$ cat src/rtl/multi_lane_stage_reg.sv
// Multi-issue inter-stage pipeline register: per-lane valid/kill, global flush,
// bubble/hold from the pause vector, younger-lane squash, saturating perf counters.
module multi_lane_stage_reg #(
    parameter int LANES          = 2,
    parameter int LANE_W         = 128,
    parameter int STAGE_IDX      = 4,
    parameter int PAUSE_W        = 8,
    parameter bit ZERO_ON_BUBBLE = 1'b1,
    parameter int CNT_W          = 32
) (
    input  logic                      clk,
    input  logic                      rst,
    input  logic [PAUSE_W-1:0]        pause,
    input  logic                      exception_flush,
    input  logic [LANES*LANE_W-1:0]   in_data,
    input  logic [LANES-1:0]          in_valid,
    input  logic [LANES-1:0]          in_kill,
    input  logic [LANES-1:0]          squash_lanes,
    output logic [LANES*LANE_W-1:0]   out_data,
    output logic [LANES-1:0]          out_valid,
    output logic [CNT_W-1:0]          stall_cnt,
    output logic [CNT_W-1:0]          bubble_cnt
);

    if (PAUSE_W < STAGE_IDX + 2) begin : g_bad_pause_w
        $error("multi_lane_stage_reg: PAUSE_W must be >= STAGE_IDX+2");
    end
    if (LANES < 1) begin : g_bad_lanes
        $error("multi_lane_stage_reg: LANES must be >= 1");
    end

    logic                    up;
    logic                    dn;
    logic                    unused_pause;

    logic [LANES*LANE_W-1:0] data_d,   data_q;
    logic [LANES-1:0]        valid_d,  valid_q;
    logic [CNT_W-1:0]        stall_d,  stall_q;
    logic [CNT_W-1:0]        bubble_d, bubble_q;

    assign up           = pause[STAGE_IDX];
    assign dn           = pause[STAGE_IDX+1];
    assign unused_pause = ^pause;

    always_comb begin
        data_d   = data_q;
        valid_d  = valid_q;
        stall_d  = stall_q;
        bubble_d = bubble_q;

        if (exception_flush) begin
            valid_d = '0;
            if (ZERO_ON_BUBBLE) data_d = '0;
        end else if (up && !dn) begin
            valid_d = '0;
            if (ZERO_ON_BUBBLE) data_d = '0;
            if (bubble_q != {CNT_W{1'b1}}) bubble_d = bubble_q + 1'b1;
        end else if (!up) begin
            for (int i = 0; i < LANES; i++) begin
                valid_d[i] = in_valid[i] & ~in_kill[i];
                if (ZERO_ON_BUBBLE && !valid_d[i]) begin
                    data_d[i*LANE_W +: LANE_W] = '0;
                end else begin
                    data_d[i*LANE_W +: LANE_W] = in_data[i*LANE_W +: LANE_W];
                end
            end
        end else begin
            // Stall is judged on what the stage held before this edge, not after squash.
            for (int i = 0; i < LANES; i++) begin
                if (squash_lanes[i]) begin
                    valid_d[i] = 1'b0;
                    if (ZERO_ON_BUBBLE) data_d[i*LANE_W +: LANE_W] = '0;
                end
            end
            if ((|valid_q) && (stall_q != {CNT_W{1'b1}})) stall_d = stall_q + 1'b1;
        end
    end

    always_ff @(posedge clk or negedge rst) begin
        if (!rst) begin
            data_q   <= '0;
            valid_q  <= '0;
            stall_q  <= '0;
            bubble_q <= '0;
        end else begin
            data_q   <= data_d;
            valid_q  <= valid_d;
            stall_q  <= stall_d;
            bubble_q <= bubble_d;
        end
    end

    assign out_data   = data_q;
    assign out_valid  = valid_q;
    assign stall_cnt  = stall_q;
    assign bubble_cnt = bubble_q;

endmodule

$ cat config.mk
export PLATFORM = sky130hd
export DESIGN_NAME = multi_lane_stage_reg
export DESIGN_NICKNAME = d
export VERILOG_FILES = /design/src/rtl/multi_lane_stage_reg.sv
export SDC_FILE = /design/constraint.sdc
export NUM_CORES = 1
export LEC_CHECK = 0
export CAP_MARGIN = 20
export CORE_AREA = 3 3 231 233
export DETAILED_ROUTE_END_ITERATION = 6
export DIE_AREA = 0 0 234 236
export SLEW_MARGIN = 0
export SYNTH_ARGS = -nofsm -noshare
export SYNTH_HDL_FRONTEND = slang
export SYNTH_SLANG_ARGS = --single-unit
$ cat constraint.sdc
create_clock -name clk -period 2.6 [get_ports clk]
set_clock_uncertainty 0.05 [all_clocks]
set_input_delay 0.52 -clock clk [delete_from_list [all_inputs] [get_ports clk]]
set_output_delay 0.52 -clock clk [all_outputs]
set_load 0.02 [all_outputs]
== After elaboration in Yosys (flattened, before gate mapping) ==
Cells that the tools add are included.

* Flip-flop bits (word level): 322
* Output and inout bits: 322
* Input bits: 273

* Reduce and logical (&&, ||, !) cells: 6
* Muxes and demuxes: 12
* Add/subtract/negate cells: 2
* Bitwise gates (word level): 6
* Eq/ne operators: 4

{| class="wikitable"
|+ Operators with widths
! kind !! number
|-
| $mux W256 || 3
|-
| $mux W128 || 4
|-
| $add A32 B1 Y32 const B || 2
|-
| $ne A32 B32 Y1 const B || 2
|-
| $ne A4 B1 Y1 const B || 2
|-
| $mux W2 || 3
|-
| $not A1 Y1 || 4
|-
| $reduce_and A4 Y1 || 1
|-
| $reduce_and A3 Y1 || 1
|-
| $and A1 B1 Y1 || 2
|-
| $logic_and A1 B1 Y1 || 2
|-
| $mux W1 || 2
|-
| $reduce_or A2 Y1 || 1
|-
| $logic_not A1 Y1 || 1
|}

== Depth between registers and ports, before layout ==
Gate-level depths: netlist of the first run.

* Depth in word-level cells: 6
* Depth in mapped cells: 7
* Depth with buffers taken out: 6

== Worst setup path before layout of the first run ==
Ideal clock, no wire load.

* Kind: register -> register
* Start: reg stall_q[0], in the netlist stall_cnt[0]
* End: reg stall_q[30], in the netlist stall_cnt[30]
* Required time: 2.420 ns
* Clock period less this slack: 2.063 ns
* Library setup time: 0.130 ns
* Arrival: 1.882 ns
* Path slack: 0.537 ns
* Stages on the path, launching flop included: 7
* Cell sequence: dfrtp_1 > ha_1 > nand2_1 > or3_4 > nor4_4 > nand4_1 > xnor2_1

* Longest elaborated chain between the ends: 3
* Elaborated cells on any way between the ends: 4
* Classes of those cells: add/sub: 1; eq/ne: 1; reduce/logical: 2

{| class="wikitable"
|+ Ends and longest elaborated chain
! element !! line !! RTL
|-
| start: declaration || 38 || <nowiki>logic [CNT_W-1:0] stall_d, stall_q;</nowiki>
|-
| start signal: assignment || 88 || <nowiki>stall_q <= stall_d;</nowiki>
|-
| parallel branches: the longest is 3 deep, another holds $add A32 B1 Y32 || -- ||
|}

Several ways; the timed one is not identified.
A chain may end at the register's enable or synchronous reset.

== Worst setup path after layout of the first run ==
* Start: reg stall_q[15], in the netlist stall_cnt[15]
* End: out stall_cnt[15]

{| class="wikitable"
|+ RTL lines
! element !! line !! RTL
|-
| end: declaration || 21 || <nowiki>output logic [CNT_W-1:0] stall_cnt,</nowiki>
|}

No word-level cell between the ends.

==> impl_results.md, run 1 <==
* Initial antenna violation count at 7
* Cell taking the most area after synthesis: dfrtp_1
* Final HPWL DP at 33300 um
* Yosys warnings at 0
* Top-count cell post-synth: dfrtp_1
* Hold Path Class: register to register
* Max stage delay cell, worst path: clkdlybuf4s50_1
* Total CTS buffers at 38
* Tcrit/Tclk final at 0.867
* Top cells by count, synth: dfrtp_1, a22o_1, clkbuf_1
* DIE WIDTH at 234 um
* Die ar. at 55200 um^2
* #FFs+latches synth at 322
* Critical path arrival at 1.69 ns
* Pleak at 8.87 nW
* PD cells at 598 nW/um^2
* Grt total ovfl at 0
* Final hold violations at 0
* Sequential share of the synthesized area at 0.666
* Worst-margin pin slew at 0.556 ns
* Placed cell area at 19100 um^2
* Clk Latency, worst-skew pair at 0.53 ns
* Vias/cell at 4.55
* CORE AREA at 51400 um^2
* Post-synthesis cell count at 869
* Peak supply drop at 0.334 mV
* I/O pin count at 595
* Initial DRC Count at 406
* Status: finished, final reports clean
* Critical Path Fanout Max at 5
* Die Y at 236 um
* Residual DRC count at 0
* Syn_area_per_cell at 13.9 um^2
* Synth unique cells at 44
* Drt first pass iters at 4
* Vias in the first global route at 10.5k
* Req. time, crit path at 2.03 ns
* Slew headroom at 0.629
* CTS sink count at 322
* GPL Wtd Cong at 0.808
* Ys async rst share at 1.00
* Endpoint class of the critical path: output port
* Top delay family on crit path: buffers and inverters
* Critical Setup Path Class: register to output port
* FP Rows at 83
* EDFF count, synth at 0
* CTS Buffer Depth at 3
* Buffers on Ports at 588
* CTS H-tree lvls at 2
* GRT Total Usage at 0.157
* Yosys top cell area share at 0.666
* Largest cells by area after synthesis: dfrtp_1, a22o_1, xnor2_1
* Worst-path cell chain: clkdlybuf4s50_1
* Mapped cell area at 12100 um^2
* Peak Freq at 443 MHz
* Final cell count without fillers at 2185
* Diode count at 0
* Final setup fails at 0
* Register-to-register setup slack at 0.42 ns
* Critical Path Max Stage Delay at 0.68 ns
* Fin. max-slew vios at 0
* Layout area overhead at 69.3%
* Buf/Inv on CP at 1
* Wire per inst at 20.5 um
* Post-synth net total at 1144
* Layout net count at 1752
* RSZ-0062 raised after global routing: no
* Final ANT Viol Nets at 0
* Critical Path Start Type: register
* Starting Density at 0.235
* DP Cell Count at 2116
* Crit path time final at 2.26 ns
* Fraction of layout cells with a size suffix above 1 at 0.0784
* Final wirelength at 44900 um
* CTS tree: done
* Largest net degree at the start of global routing at 69
* Via Count at 9944
* Max_cap viols at 0
* Final std cell area, no fill at 20500 um^2
* First-pass GRT wire length at 66700 um
* Clock slew at reported path FFs at 0.05 ns
* Top FF cell, synth: dfrtp_1
* CTS Root Cell: clkbuf_16
[where the power goes]
| part | switching [mW] | internal, mW | leakage (nW) |
|---|---|---|---|
| Combinational | 0.560 | 0.698 | 3.76 |
| Sequential | 0.113 | 5.14 | 4.45 |
| Clock | 2.15 | 3.59 | 0.665 |
[layer usage]
layer  up-vias  share of wire  track usage  wire length (um)
li1       4522              -            -                 -
met1      4942           0.39        0.187             17500
met2       392           0.48        0.260             21700
met3        78           0.10       0.0653              4550
met4        10          0.026       0.0447              1150
met5         -         0.0012            0                56
[area by class of cell]
cell class,count,area [um^2]
Fill cell,4888,30900
Sequential cell,322,8060
Timing Repair Buffer,628,6380
Multi-Input combinational cell,482,3820
Clock buffer,55,1110
Tap cell,680,851
Clock inverter,13,241
Inverter,5,18.8
[per-stage QoR]
stage	setup slack, ns	total power, mW	TNS, ns	hold WS [ns]	util
floorplan	0.537	5.67	0	0.174	-
global placement	-0.0414	6.60	-0.0900	0.437	0.372
detailed placement	-0.0369	6.62	-0.0847	0.438	0.372
CTS	0.290	12.5	0	0.449	0.398
global route	0.189	12.8	0	0.464	0.398
finish	0.345	12.2	0	0.447	0.398
[final timing paths]
kind | depth (start not counted) | endpoint | startpoint
max reg2reg | 6 | stall_cnt[30] | stall_cnt[1]
min | 1 | bubble_cnt[10] | bubble_cnt[10]
max in group asynchronous | 3 | out_data[154] | rst
min in group asynchronous | 2 | bubble_cnt[17] | rst
max | 1 | stall_cnt[15] | stall_cnt[15]
min reg2reg | 1 | bubble_cnt[10] | bubble_cnt[10]
[flip-flops by register name (all words and copies together) (netlist names)]
name,flops
stall_cnt,32
out_valid,2
bubble_cnt,32
out_data,256
[placed cells by master (no fill, tap or decap), drive strengths merged, types with 6 or more instances in the layout]
cell type      instances
and4                  11
nor3                  14
inv                    7
nand2                 26
xor2                  15
dfrtp                322
nand3                 24
buf                   40
nor2                  16
xnor2                 40
and3                   8
a22o                 256
clkbuf                55
nand4                 27
bufinv                 6
clkdlybuf4s50        587
[repair_timing]
item / CTS / global route
setup buffers: 0 / 0
endpoints found under the hold margin: 51 / 0
resized for setup: 0 / 0
hold buffers: 1 / 0
[cell families (layout without fill, tap and decap cells)]
family,Yosys count,in the layout,synth area share
flops,322,322,0.666
compound gates,276,276,0.199
simple gates,144,144,0.0681
buf+inv,65,701,0.0204
xor+xnor,55,55,0.0398
mux,5,5,0.00455
fa+ha+maj,2,2,0.00207
Power figures use the tool's default switching activity.
==> inputs of run 2 (changes only) <==
--- a/config.mk
+++ b/config.mk
@@ -6,9 +6,9 @@
 export NUM_CORES = 1
 export LEC_CHECK = 0
 export CAP_MARGIN = 20
-export CORE_AREA = 3 3 231 233
+export CORE_AREA = 4 4 232 234
 export DETAILED_ROUTE_END_ITERATION = 6
-export DIE_AREA = 0 0 234 236
+export DIE_AREA = 0 0 236 238
 export SLEW_MARGIN = 0
 export SYNTH_ARGS = -nofsm -noshare
 export SYNTH_HDL_FRONTEND = slang
==> impl_results.md, run 2 (same netlist as run 1, synthesis figures left out) <==
* Final HPWL DP at 35100 um
* CTS H-tree lvls at 2
* Top delay family on crit path: buffers and inverters
* Slew headroom at 0.648
* Max stage delay cell, worst path: clkdlybuf4s50_1
* Setup ws final at 0.340 ns
* DIE WIDTH at 236 um
* PD cells at 571 nW/um^2
* Buf/Inv on CP at 1
* CTS Root Cell: clkbuf_16
* Clock slew at reported path FFs at 0.06 ns
* Req. time, crit path at 2.03 ns
* Largest net degree at the start of global routing at 62
* Met3 Resource Use GR at 0.0529
* Placed cell area at 19200 um^2
* Critical Path Fanout Max at 7
* Die Y at 238 um
* Most frequent cells in the layout: clkdlybuf4s50_1, dfrtp_1, a22o_1
* Total CTS buffers at 38
* Wire per inst at 20.9 um
* Pleak at 8.86 nW
* FP Rows at 84
* Drt first pass iters at 4
* DP Cell Count at 2133
* Vias/cell at 4.58
* Fin. max-slew vios at 0
* Clk Latency, worst-skew pair at 0.53 ns
* Global routing's busiest layer: met2
* Final wirelength at 46100 um
* Via Count at 10.1k
* Status: finished, final reports clean
* CTS sink count at 322
* Fin util at 0.393
* Endpoint class of the critical path: output port
* Final setup fails at 0
* Die ar. at 56200 um^2
* Critical Path Start Type: register
* Layout area overhead at 69.0%
* Grt total ovfl at 0
* Commonest non-fill, non-tap cell in the layout: clkdlybuf4s50_1
* Critical Setup Path Class: register to output port
* Fraction of layout cells with a size suffix above 1 at 0.0807
* Grt met2 use at 0.257
* CORE AREA at 52000 um^2
* RSZ-0062 raised after global routing: no
* Crit path time final at 2.26 ns
* Buffers on Ports at 588
* Setup TNS at 0 ns
* Starting Density at 0.232
* Critical Path Max Stage Delay at 0.70 ns
* First-pass GRT wire length at 68300 um
* Residual DRC count at 0
* Initial antenna violation count at 1
* Tot Pwr at 11.7 mW
* Met1 Use GR at 0.191
* CTS Buffer Depth at 3
* Worst-path cell chain: clkdlybuf4s50_1
* Tcrit/Tclk final at 0.869
* Layout net count at 1761
* Final hold violations at 0
* Hold Path Class: register to register
* Max_cap viols at 0
* CTS tree: done
* Final cell count without fillers at 2200
* GRT Total Usage at 0.156
* Pre-CTS setup slack at 0.0712 ns
* Register-to-register setup slack at 0.39 ns
* Peak supply drop at 0.315 mV
* Final std cell area, no fill at 20400 um^2
* Largest register FFs at 256
* Worst-margin pin slew at 0.523 ns
* Initial DRC Count at 411
* I/O pin count at 595
* Peak Freq at 442 MHz
* Vias in the first global route at 10.7k
* Critical path arrival at 1.69 ns
* Final ANT Viol Nets at 0
* GPL Wtd Cong at 0.834
* WHS at 0.450 ns
## run 2: report_power, final
| group | switching (mW) | internal (mW) | total (mW) | leakage, nW |
|---|---|---|---|---|
| Clock | 2.07 | 3.09 | 5.16 | 0.601 |
| Combinational | 0.552 | 0.701 | 1.25 | 3.81 |
| Sequential | 0.120 | 5.14 | 5.26 | 4.45 |
## run 2: layer usage
metal,part of all wire,routed length [um]
met5,0.00024,11
met4,0.039,1810
met3,0.077,3540
met2,0.48,22000
met1,0.41,18700
## run 2: layout make-up
class | instances | area [um^2]
antenna | 1 | 2.50
clock buffer | 58 | 1170
timing repair buffer | 637 | 6470
fill | 4948 | 31600
clock inverter | 7 | 38.8
inverter | 5 | 18.8
tap | 688 | 861
sequential | 322 | 8060
multi-input combinational | 482 | 3820
## run 2: worst paths after layout
path	startpoint	to	cells after the start
setup / recovery	stall_cnt[9]	stall_cnt[9]	1
hold / removal	out_data[227]	out_data[227]	1
setup reg to reg	stall_cnt[0]	stall_cnt[30]	6
hold reg to reg	out_data[227]	out_data[227]	1
max in group asynchronous	rst	out_data[76]	3
min in group asynchronous	rst	bubble_cnt[22]	2
## run 2: timing repair
action | CTS | global route
hold buffers | 1 | 0
hold endpoints to repair | 50 | 0
resized for setup | 0 | 0
setup buffers | 0 | 0
